### src/rtl/muldiv_pkg.sv
// muldiv_pkg: shared definitions for the iterative RV64M multiply/divide unit.
//   - funct3 encodings MD_MUL..MD_REMU
//   - FSM state enum and the datapath step mode
//   - iteration counts for doubleword (N_D) and word (N_W) operations
//   - sext32: sign-extend a 32-bit value to 64 bits (W-suffix results)
package muldiv_pkg;

  localparam int N_D = 64;
  localparam int N_W = 32;

  localparam logic [2:0] MD_MUL    = 3'b000;
  localparam logic [2:0] MD_MULH   = 3'b001;
  localparam logic [2:0] MD_MULHSU = 3'b010;
  localparam logic [2:0] MD_MULHU  = 3'b011;
  localparam logic [2:0] MD_DIV    = 3'b100;
  localparam logic [2:0] MD_DIVU   = 3'b101;
  localparam logic [2:0] MD_REM    = 3'b110;
  localparam logic [2:0] MD_REMU   = 3'b111;

  typedef enum logic [1:0] {
    ST_IDLE = 2'b00,
    ST_CALC = 2'b01,
    ST_FIX  = 2'b10,
    ST_DONE = 2'b11
  } md_state_e;

  typedef enum logic {
    STEP_MUL = 1'b0,
    STEP_DIV = 1'b1
  } step_mode_e;

  function automatic logic [63:0] sext32(input logic [31:0] v);
    return {{32{v[31]}}, v};
  endfunction

endpackage

### src/rtl/muldiv_if.sv
// muldiv_if: request/response bundle between the execute stage and muldiv_unit.
//   start/op/word/src1/src2/flush : requester -> unit
//   busy/done/result              : unit -> requester
// master modport is the pipeline side, slave modport is the unit side.
interface muldiv_if;

  logic        start;
  logic [2:0]  op;
  logic        word;
  logic [63:0] src1;
  logic [63:0] src2;
  logic        flush;
  logic        busy;
  logic        done;
  logic [63:0] result;

  modport master (
    output start, op, word, src1, src2, flush,
    input  busy, done, result
  );

  modport slave (
    input  start, op, word, src1, src2, flush,
    output busy, done, result
  );

endinterface

### src/rtl/muldiv_step.sv
// muldiv_step: one combinational iteration of the shared datapath.
//   i_mode : STEP_MUL = radix-2 shift-add, STEP_DIV = restoring divide step
//   i_acc  : product high half / partial remainder
//   i_part : multiplier shifting out with product bits shifting in /
//            dividend shifting out with quotient bits shifting in
//   i_opnd : multiplicand / divisor magnitude
//   o_acc, o_part : register values for the next cycle
module muldiv_step
  import muldiv_pkg::*;
(
  input  step_mode_e  i_mode,
  input  logic [63:0] i_acc,
  input  logic [63:0] i_part,
  input  logic [63:0] i_opnd,
  output logic [63:0] o_acc,
  output logic [63:0] o_part
);

  logic [64:0] w_sum;
  logic [64:0] w_shift;
  logic [64:0] w_diff;

  // Single multiply or divide iteration selected by mode.
  always_comb begin
    w_sum   = {1'b0, i_acc} + (i_part[0] ? {1'b0, i_opnd} : 65'd0);
    // Partial remainder is always below the divisor, so the shifted value
    // fits in 65 bits and bit 64 of the difference is a valid sign.
    w_shift = {i_acc, i_part[63]};
    w_diff  = w_shift - {1'b0, i_opnd};
    o_acc   = i_acc;
    o_part  = i_part;
    case (i_mode)
      STEP_MUL: begin
        o_acc  = w_sum[64:1];
        o_part = {w_sum[0], i_part[63:1]};
      end
      STEP_DIV: begin
        if (!w_diff[64]) begin
          o_acc  = w_diff[63:0];
          o_part = {i_part[62:0], 1'b1};
        end else begin
          o_acc  = w_shift[63:0];
          o_part = {i_part[62:0], 1'b0};
        end
      end
      default: begin
        o_acc  = i_acc;
        o_part = i_part;
      end
    endcase
  end

endmodule

### src/rtl/muldiv_unit.sv
// muldiv_unit: iterative RV64M multiply/divide (MUL..REMU plus W variants).
//   clk    : rising-edge clock
//   rst_n  : synchronous active-low reset
//   bus    : muldiv_if.slave -- start/op/word/src1/src2/flush in,
//            busy/done/result out (all outputs registered)
// Operands are reduced to magnitudes when accepted; N iterations of
// muldiv_step run in CALC, FIX applies the sign and selects the result.
// Divide-by-zero and signed overflow finish straight from IDLE/DONE.
module muldiv_unit
  import muldiv_pkg::*;
#(
  parameter int XLEN = 64
) (
  input  logic     clk,
  input  logic     rst_n,
  muldiv_if.slave  bus
);

  md_state_e        r_state;
  md_state_e        w_state_nxt;
  logic [2:0]       r_op;
  logic             r_word;
  logic             r_neg;
  logic [XLEN-1:0]  r_acc;
  logic [XLEN-1:0]  r_part;
  logic [XLEN-1:0]  r_opnd;
  logic [XLEN-1:0]  r_result;
  logic [6:0]       r_count;
  logic             r_busy;
  logic             r_done;

  logic             w_accept;
  logic             w_busy_nxt;
  logic             w_done_nxt;
  logic             w_is_div;
  logic             w_word_sx;
  logic [XLEN-1:0]  w_a_ext;
  logic [XLEN-1:0]  w_b_ext;
  logic             w_a_sgn;
  logic             w_b_sgn;
  logic             w_a_neg;
  logic             w_b_neg;
  logic [XLEN-1:0]  w_a_mag;
  logic [XLEN-1:0]  w_b_mag;
  logic             w_div_zero;
  logic             w_ovf;
  logic             w_fast;
  logic             w_neg;
  logic [XLEN-1:0]  w_fast_res;
  logic [XLEN-1:0]  w_load_part;
  logic [XLEN-1:0]  w_load_opnd;
  step_mode_e       w_mode;
  logic [XLEN-1:0]  w_step_acc;
  logic [XLEN-1:0]  w_step_part;
  logic [127:0]     w_prod;
  logic [127:0]     w_prod_s;
  logic [XLEN-1:0]  w_quo;
  logic [XLEN-1:0]  w_quo_s;
  logic [XLEN-1:0]  w_rem_s;
  logic [XLEN-1:0]  w_dv;
  logic [XLEN-1:0]  w_fix_res;
  logic [XLEN-1:0]  w_result_nxt;

  // Operand extension, magnitudes, sign flag and fast-path detection.
  always_comb begin
    w_is_div  = bus.op[2];
    // Only DIVW/REMW treat the low word as signed; MULW needs only the
    // low 32 product bits, which are identical for any signedness.
    w_word_sx = bus.word & bus.op[2] & ~bus.op[0];
    if (bus.word) begin
      if (w_word_sx) begin
        w_a_ext = sext32(bus.src1[31:0]);
        w_b_ext = sext32(bus.src2[31:0]);
      end else begin
        w_a_ext = {32'd0, bus.src1[31:0]};
        w_b_ext = {32'd0, bus.src2[31:0]};
      end
      w_a_sgn = w_word_sx;
      w_b_sgn = w_word_sx;
    end else begin
      w_a_ext = bus.src1;
      w_b_ext = bus.src2;
      w_a_sgn = (bus.op == MD_MULH) | (bus.op == MD_MULHSU) |
                (bus.op == MD_DIV)  | (bus.op == MD_REM);
      w_b_sgn = (bus.op == MD_MULH) | (bus.op == MD_DIV) | (bus.op == MD_REM);
    end
    w_a_neg = w_a_sgn & w_a_ext[63];
    w_b_neg = w_b_sgn & w_b_ext[63];
    if (w_a_neg) begin
      w_a_mag = ~w_a_ext + 64'd1;
    end else begin
      w_a_mag = w_a_ext;
    end
    if (w_b_neg) begin
      w_b_mag = ~w_b_ext + 64'd1;
    end else begin
      w_b_mag = w_b_ext;
    end
    // Remainder sign follows the dividend, everything else is the XOR.
    if (w_is_div & bus.op[1]) begin
      w_neg = w_a_neg;
    end else begin
      w_neg = w_a_neg ^ w_b_neg;
    end
    w_div_zero = w_is_div & (w_b_ext == 64'd0);
    w_ovf      = w_is_div & ~bus.op[0] & (w_b_ext == {64{1'b1}}) &
                 (w_a_ext == (bus.word ? 64'hFFFF_FFFF_8000_0000
                                       : 64'h8000_0000_0000_0000));
    w_fast     = w_div_zero | w_ovf;
    if (w_div_zero) begin
      if (bus.op[1]) begin
        w_fast_res = bus.word ? sext32(bus.src1[31:0]) : bus.src1;
      end else begin
        w_fast_res = {64{1'b1}};
      end
    end else begin
      w_fast_res = bus.op[1] ? 64'd0 : w_a_ext;
    end
    // Word divides start with the 32-bit dividend in the top half so its
    // MSB is the first bit shifted into the remainder.
    if (w_is_div) begin
      w_load_part = bus.word ? {w_a_mag[31:0], 32'd0} : w_a_mag;
      w_load_opnd = w_b_mag;
    end else begin
      w_load_part = w_b_mag;
      w_load_opnd = w_a_mag;
    end
  end

  // Next-state logic and next values of the registered status outputs.
  always_comb begin
    w_state_nxt = r_state;
    w_accept    = 1'b0;
    case (r_state)
      ST_IDLE, ST_DONE: begin
        if (bus.start && !bus.flush) begin
          w_accept    = 1'b1;
          w_state_nxt = w_fast ? ST_DONE : ST_CALC;
        end else begin
          w_state_nxt = ST_IDLE;
        end
      end
      ST_CALC: begin
        if (bus.flush) begin
          w_state_nxt = ST_IDLE;
        end else if (r_count == 7'd1) begin
          w_state_nxt = ST_FIX;
        end else begin
          w_state_nxt = ST_CALC;
        end
      end
      ST_FIX: begin
        if (bus.flush) begin
          w_state_nxt = ST_IDLE;
        end else begin
          w_state_nxt = ST_DONE;
        end
      end
      default: begin
        w_state_nxt = ST_IDLE;
      end
    endcase
    w_busy_nxt = (w_state_nxt == ST_CALC) | (w_state_nxt == ST_FIX);
    w_done_nxt = (w_state_nxt == ST_DONE);
  end

  // Datapath mode follows the latched funct3.
  always_comb begin
    if (r_op[2]) begin
      w_mode = STEP_DIV;
    end else begin
      w_mode = STEP_MUL;
    end
  end

  muldiv_step u_step (
    .i_mode (w_mode),
    .i_acc  (r_acc),
    .i_part (r_part),
    .i_opnd (r_opnd),
    .o_acc  (w_step_acc),
    .o_part (w_step_part)
  );

  // Sign correction and result selection for the FIX state.
  always_comb begin
    w_prod = {r_acc, r_part};
    if (r_neg) begin
      w_prod_s = ~w_prod + 128'd1;
    end else begin
      w_prod_s = w_prod;
    end
    w_quo = r_word ? {32'd0, r_part[31:0]} : r_part;
    if (r_neg) begin
      w_quo_s = ~w_quo + 64'd1;
      w_rem_s = ~r_acc + 64'd1;
    end else begin
      w_quo_s = w_quo;
      w_rem_s = r_acc;
    end
    w_dv = r_op[1] ? w_rem_s : w_quo_s;
    if (!r_op[2]) begin
      // After 32 word-mode steps the low product word sits in r_part[63:32].
      if (r_word) begin
        w_fix_res = sext32(r_part[63:32]);
      end else if (r_op == MD_MUL) begin
        w_fix_res = w_prod_s[63:0];
      end else begin
        w_fix_res = w_prod_s[127:64];
      end
    end else begin
      if (r_word) begin
        w_fix_res = sext32(w_dv[31:0]);
      end else begin
        w_fix_res = w_dv;
      end
    end
    if (w_accept && w_fast) begin
      w_result_nxt = w_fast_res;
    end else if ((r_state == ST_FIX) && !bus.flush) begin
      w_result_nxt = w_fix_res;
    end else begin
      w_result_nxt = r_result;
    end
  end

  // State register and registered status/result outputs.
  always_ff @(posedge clk) begin
    if (!rst_n) begin
      r_state  <= ST_IDLE;
      r_busy   <= 1'b0;
      r_done   <= 1'b0;
      r_result <= 64'd0;
    end else begin
      r_state  <= w_state_nxt;
      r_busy   <= w_busy_nxt;
      r_done   <= w_done_nxt;
      r_result <= w_result_nxt;
    end
  end

  // Operation latch on accept, one datapath iteration per CALC cycle.
  always_ff @(posedge clk) begin
    if (!rst_n) begin
      r_op    <= 3'd0;
      r_word  <= 1'b0;
      r_neg   <= 1'b0;
      r_acc   <= 64'd0;
      r_part  <= 64'd0;
      r_opnd  <= 64'd0;
      r_count <= 7'd0;
    end else if (w_accept) begin
      r_op    <= bus.op;
      r_word  <= bus.word;
      r_neg   <= w_neg;
      r_acc   <= 64'd0;
      r_part  <= w_load_part;
      r_opnd  <= w_load_opnd;
      r_count <= bus.word ? 7'(N_W) : 7'(N_D);
    end else if (r_state == ST_CALC) begin
      r_acc   <= w_step_acc;
      r_part  <= w_step_part;
      r_count <= r_count - 7'd1;
    end
  end

  assign bus.busy   = r_busy;
  assign bus.done   = r_done;
  assign bus.result = r_result;

endmodule

### src/flat_wrapper.sv
// flat-port wrapper written by rule: the top's interface ports become plain ports
module muldiv_unit_flat import muldiv_pkg::*;
#(
  parameter int XLEN = 64
)
  (clk, rst_n, bus_start, bus_op, bus_word, bus_src1, bus_src2, bus_flush, bus_busy, bus_done, bus_result);
  muldiv_if bus_i ();
  input  logic clk;
  input  logic rst_n;
  input wire logic [$bits(bus_i.start)-1:0] bus_start;
  input wire logic [$bits(bus_i.op)-1:0] bus_op;
  input wire logic [$bits(bus_i.word)-1:0] bus_word;
  input wire logic [$bits(bus_i.src1)-1:0] bus_src1;
  input wire logic [$bits(bus_i.src2)-1:0] bus_src2;
  input wire logic [$bits(bus_i.flush)-1:0] bus_flush;
  output wire logic [$bits(bus_i.busy)-1:0] bus_busy;
  output wire logic [$bits(bus_i.done)-1:0] bus_done;
  output wire logic [$bits(bus_i.result)-1:0] bus_result;
  assign bus_i.start = bus_start;
  assign bus_i.op = bus_op;
  assign bus_i.word = bus_word;
  assign bus_i.src1 = bus_src1;
  assign bus_i.src2 = bus_src2;
  assign bus_i.flush = bus_flush;
  assign bus_busy = bus_i.busy;
  assign bus_done = bus_i.done;
  assign bus_result = bus_i.result;
  muldiv_unit #(.XLEN(XLEN)) u_core (.clk(clk), .rst_n(rst_n), .bus(bus_i));
endmodule
### config.mk
export PLATFORM = sky130hd
export DESIGN_NAME = muldiv_unit_flat
export DESIGN_NICKNAME = d
export VERILOG_FILES = /design/src/rtl/muldiv_pkg.sv /design/src/rtl/muldiv_if.sv /design/src/rtl/muldiv_step.sv /design/src/rtl/muldiv_unit.sv /design/src/flat_wrapper.sv
export SDC_FILE = /design/constraint.sdc
export NUM_CORES = 2
export LEC_CHECK = 0
export BUFFER_PORTS_ARGS = -buffer_cell sky130_fd_sc_hd__buf_2
export CAP_MARGIN = 20
export CORE_MARGIN = 2
export CORE_UTILIZATION = 50
export CTS_BUF_LIST = sky130_fd_sc_hd__clkbuf_8
export DETAILED_ROUTE_END_ITERATION = 16
export PLACE_DENSITY = 0.75
export SLEW_MARGIN = 10
export SYNTH_ARGS = -nofsm -noshare
export SYNTH_HDL_FRONTEND = slang
export SYNTH_SLANG_ARGS = --single-unit
### constraint.sdc
create_clock -name clk -period 5.74 [get_ports clk]
set_input_delay 1.722 -clock clk [delete_from_list [all_inputs] [get_ports clk]]
set_output_delay 1.722 -clock clk [all_outputs]
set_load 0.005 [all_outputs]
==> impl_metrics.ini <==
[run]
drv.max_cap_violation_count = 0

[synth]
share_of_async_settable_or_async_resettable_flops_after_synthesis = 0
synth_largest_type_area_fraction = 0.1632
post_synth_edffs = 0
yosysUniqueCellTypes = 107
synthMostInstantiatedCell = sky130_fd_sc_hd__nand2_1
syn-cell-area_sq_mm = 0.03336
post-synth-top-area-cell = sky130_fd_sc_hd__dfxtp_1
postSynthNetCount = 5210
synthesis.area_per_instance_sq_um = 6.761
synthCells = 4934
yosys_register_bits = 272
synth_warnings = 0
synth-main-ff-cell = sky130_fd_sc_hd__dfxtp_1
synth_area_leaders = sky130_fd_sc_hd__dfxtp_1 (16%), sky130_fd_sc_hd__a21oi_1 (7.4%), sky130_fd_sc_hd__o21ai_0 (6.6%)
post_synth_most_frequent_cells = sky130_fd_sc_hd__nand2_1 (539), sky130_fd_sc_hd__nor2_1 (492), sky130_fd_sc_hd__a21oi_1 (490)
synth.yosys.seq_area_share = 0.1632

[clocking]
number_of_hold_repair_buffers_added_at_the_cts_stage = 0
ctsRootBufferMaster = sky130_fd_sc_hd__clkbuf_8
cts_tree = yes
cts_setup_buffers = 0
cts-buffers-inserted = 50
cts_htree_levels = 2
clk_pin_slew_worst_paths_ns = 0.06
cts.sink_count = 272
cts-root-to-sink-buffers = 3
clkLatencyLatePin_ns = 0.74
post_cts.resized_instances = 0

[drt]
drc_errors = 0
detailroute.via_count = 42748
routed_wl_microns = 195100
vias_per_cell = 7.195
number_of_nets_with_antenna_violations_after_detailed_routing = 0
routed_wl_per_cell_microns = 32.83
drt-pass1-iter-count = 10
drt_initial_violations = 7445

[timing]
timing.final.hold_violations = 0
finalSetupViolCount = 0
worst_slew_margin_rel = 0.1829
achievable-frequency_ghz = 0.1872
finalCritPeriodShare = 0.9305
final.setup_skew_ns = 0.06952
rsz0062_at_grt = false
timing_max_transition_violations_final = 0
post-route-min-period_ns = 5.341
setup_tns_ns = 0
worst_slew_pin_slew_ns = 1.220

[floorplan]
placeableCoreArea_sq_mm = 0.06586
io_pins = 202
floorplan.die.height_microns = 262.3
initial_utilization = 0.5065
overall_die_width_microns = 262.3
floorplan.die_area_sq_mm = 0.06880
site_row_count = 94

[power]
cellInternalPower_mw = 4.169
comb_power_share = 0.450
cellLeakagePower_nw = 14.89
power-per-cell-area_mw_per_mm2 = 210.0
share_clk_of_total_power = 0.269
swShare = 0.4623
switching_power_mw = 3.585
fin_total_pwr_mw = 7.754
sequentialPowerShare = 0.280
vdd_ir_drop_max_uv = 179.9

[place]
detailedPlacementHpwl_microns = 153500
globalplace.congestion = 1.136
number_of_buffer_cells_added_on_primary_ports = 201

[global_routing]
first_global_vias = 39208
antenna_found_initial = 9
use_met3 = 0.1774
gr-max-usage-layer = met2
groute.layer.met1.usage = 0.6358
grt_util_met2 = 0.7913
grt_pass1_wl_microns = 276200
gr-total-overflow = 0
grt_max_degree = 64
groute.usage.overall = 0.5394

[layout]
drive_above_1_share = 0.1250
final-seq-area_sq_mm = 0.005455
fillCellCount = 6659
fin_nets = 5307
area_taken_by_multi_input_logic_gates_sq_mm = 0.02586
syn_to_final_growth_pct = 10.68

[worst_setup_path]
setup.worst_path.end_class = register
critical_path_peak_fanout = 9
cp_data_required_time_ns = 6.31
path_class = register to register
cp.arrival_ns = 5.91
crit_path_start_kind = register

[hold_path]
hold_path_class = register to register

[outcome]
result_of_the_run = completed
## cells in the final DEF (no fill, tap or decap), types with 61 or more instances in the layout
| cell | instances |
|---|---|
| sky130_fd_sc_hd__a21o_1 | 71 |
| sky130_fd_sc_hd__xor2_1 | 192 |
| sky130_fd_sc_hd__dfxtp_1 | 268 |
| sky130_fd_sc_hd__o211ai_1 | 89 |
| sky130_fd_sc_hd__nor4_1 | 61 |
| sky130_fd_sc_hd__nor2_1 | 487 |
| sky130_fd_sc_hd__mux2i_1 | 93 |
| sky130_fd_sc_hd__o21ai_0 | 441 |
| sky130_fd_sc_hd__nand4_1 | 65 |
| sky130_fd_sc_hd__o221ai_1 | 76 |
| sky130_fd_sc_hd__clkbuf_8 | 65 |
| sky130_fd_sc_hd__o31ai_1 | 67 |
| sky130_fd_sc_hd__nor3_1 | 136 |
| sky130_fd_sc_hd__nand3_1 | 105 |
| sky130_fd_sc_hd__buf_4 | 247 |
| sky130_fd_sc_hd__inv_1 | 145 |
| sky130_fd_sc_hd__nand2_1 | 539 |
| sky130_fd_sc_hd__a21boi_0 | 61 |
| sky130_fd_sc_hd__xnor2_1 | 225 |
| sky130_fd_sc_hd__buf_2 | 198 |
| sky130_fd_sc_hd__a21oi_1 | 489 |
| sky130_fd_sc_hd__ha_1 | 137 |
## per-layer routing
layer	wire length (microns)	up-vias
li1	-	18253
met1	67120	19678
met2	78950	3807
met3	27860	1002
met4	21090	8
met5	54	-
## stage by stage
stage | std cells | hold WS (ns) | setup WS [ns] | cell area (sq um) | utilization
finish | 5941 | 0.4632 | 0.3990 | 36920 | 0.5605
CTS | 5934 | 0.4653 | 0.7815 | 36890 | 0.5601
detailed placement | 5842 | 0.4571 | 0.3032 | 35800 | 0.5435
floorplan | 4934 | 0.4326 | 1.043 | 33360 | -
global route | 5937 | 0.4922 | 0.4395 | 36910 | 0.5604
global placement | 5842 | 0.4494 | 0.3239 | 35800 | 0.5435
## power groups by stage
| stage | combinational [mW] | sequential, mW | clock, mW |
|---|---|---|---|
| floorplan | 2.01 | 2.06 | 0 |
| global placement | 3.25 | 2.18 | 0 |
| detailed placement | 3.25 | 2.18 | 0 |
| CTS | 3.27 | 2.14 | 2.05 |
| global route | 3.59 | 2.16 | 2.13 |
| finish | 3.49 | 2.17 | 2.09 |
## kinds of logic (layout without fill, tap and decap cells)
family          Yosys count  after routing  share of synthesized area
simple gates           1714           1714                     0.2434
compound gates         1708           1708                     0.3241
buf+inv                 544            681                    0.06380
xor+xnor                417            417                     0.1095
flops                   272            272                     0.1632
fa+ha+maj               162            162                    0.05957
mux                     117            117                    0.03635
other cells               0              6                          0
## area by class of cell
class | count | share of cell area
clock inverters | 27 | 0.005355
inverters | 142 | 0.01444
well taps | 864 | 0.02928
clock buffers | 65 | 0.02423
diodes | 6 | 0.0004067
multi-input cells | 4118 | 0.7004
repair buffers | 447 | 0.07815
flip-flops and latches | 272 | 0.1478
## path summary, 6_finish.rpt
kind	start	to	slack [ns]	cells after the start
hold / removal	u_core.r_opnd[6]$_SDFFE_PN0P_	u_core.r_opnd[6]$_SDFFE_PN0P_	0.46	2
setup reg to reg	u_core.r_part[50]$_SDFFE_PN0P_	u_core.bus.result[29]$_SDFFE_PN0P_	0.40	10
setup / recovery	u_core.r_part[50]$_SDFFE_PN0P_	u_core.bus.result[29]$_SDFFE_PN0P_	0.40	10
hold reg to reg	u_core.r_opnd[6]$_SDFFE_PN0P_	u_core.r_opnd[6]$_SDFFE_PN0P_	0.46	2
## worst max-delay path, stage by stage (launching register included)
cell and delay (ns):
sky130_fd_sc_hd__dfxtp_1 0.31, sky130_fd_sc_hd__buf_4 0.20, sky130_fd_sc_hd__nor3_1 0.92, sky130_fd_sc_hd__nand4b_1 0.45, sky130_fd_sc_hd__or4b_1 0.62, sky130_fd_sc_hd__nand2b_1 0.33, sky130_fd_sc_hd__or3_1 0.60, sky130_fd_sc_hd__o21ai_1 0.39
sky130_fd_sc_hd__xor2_1 0.35, sky130_fd_sc_hd__o221ai_1 0.59, sky130_fd_sc_hd__a32o_1 0.44
## state kept, by name (all words and copies together), names as in the netlist, 2 cells and up
register	flops
u_core.r_part	64
u_core.r_acc	64
u_core.bus.result	64
u_core.r_count	7
u_core.r_op	3
u_core.r_opnd	64
u_core.r_state	2
No activity file was read; power rests on OpenSTA's default activity.
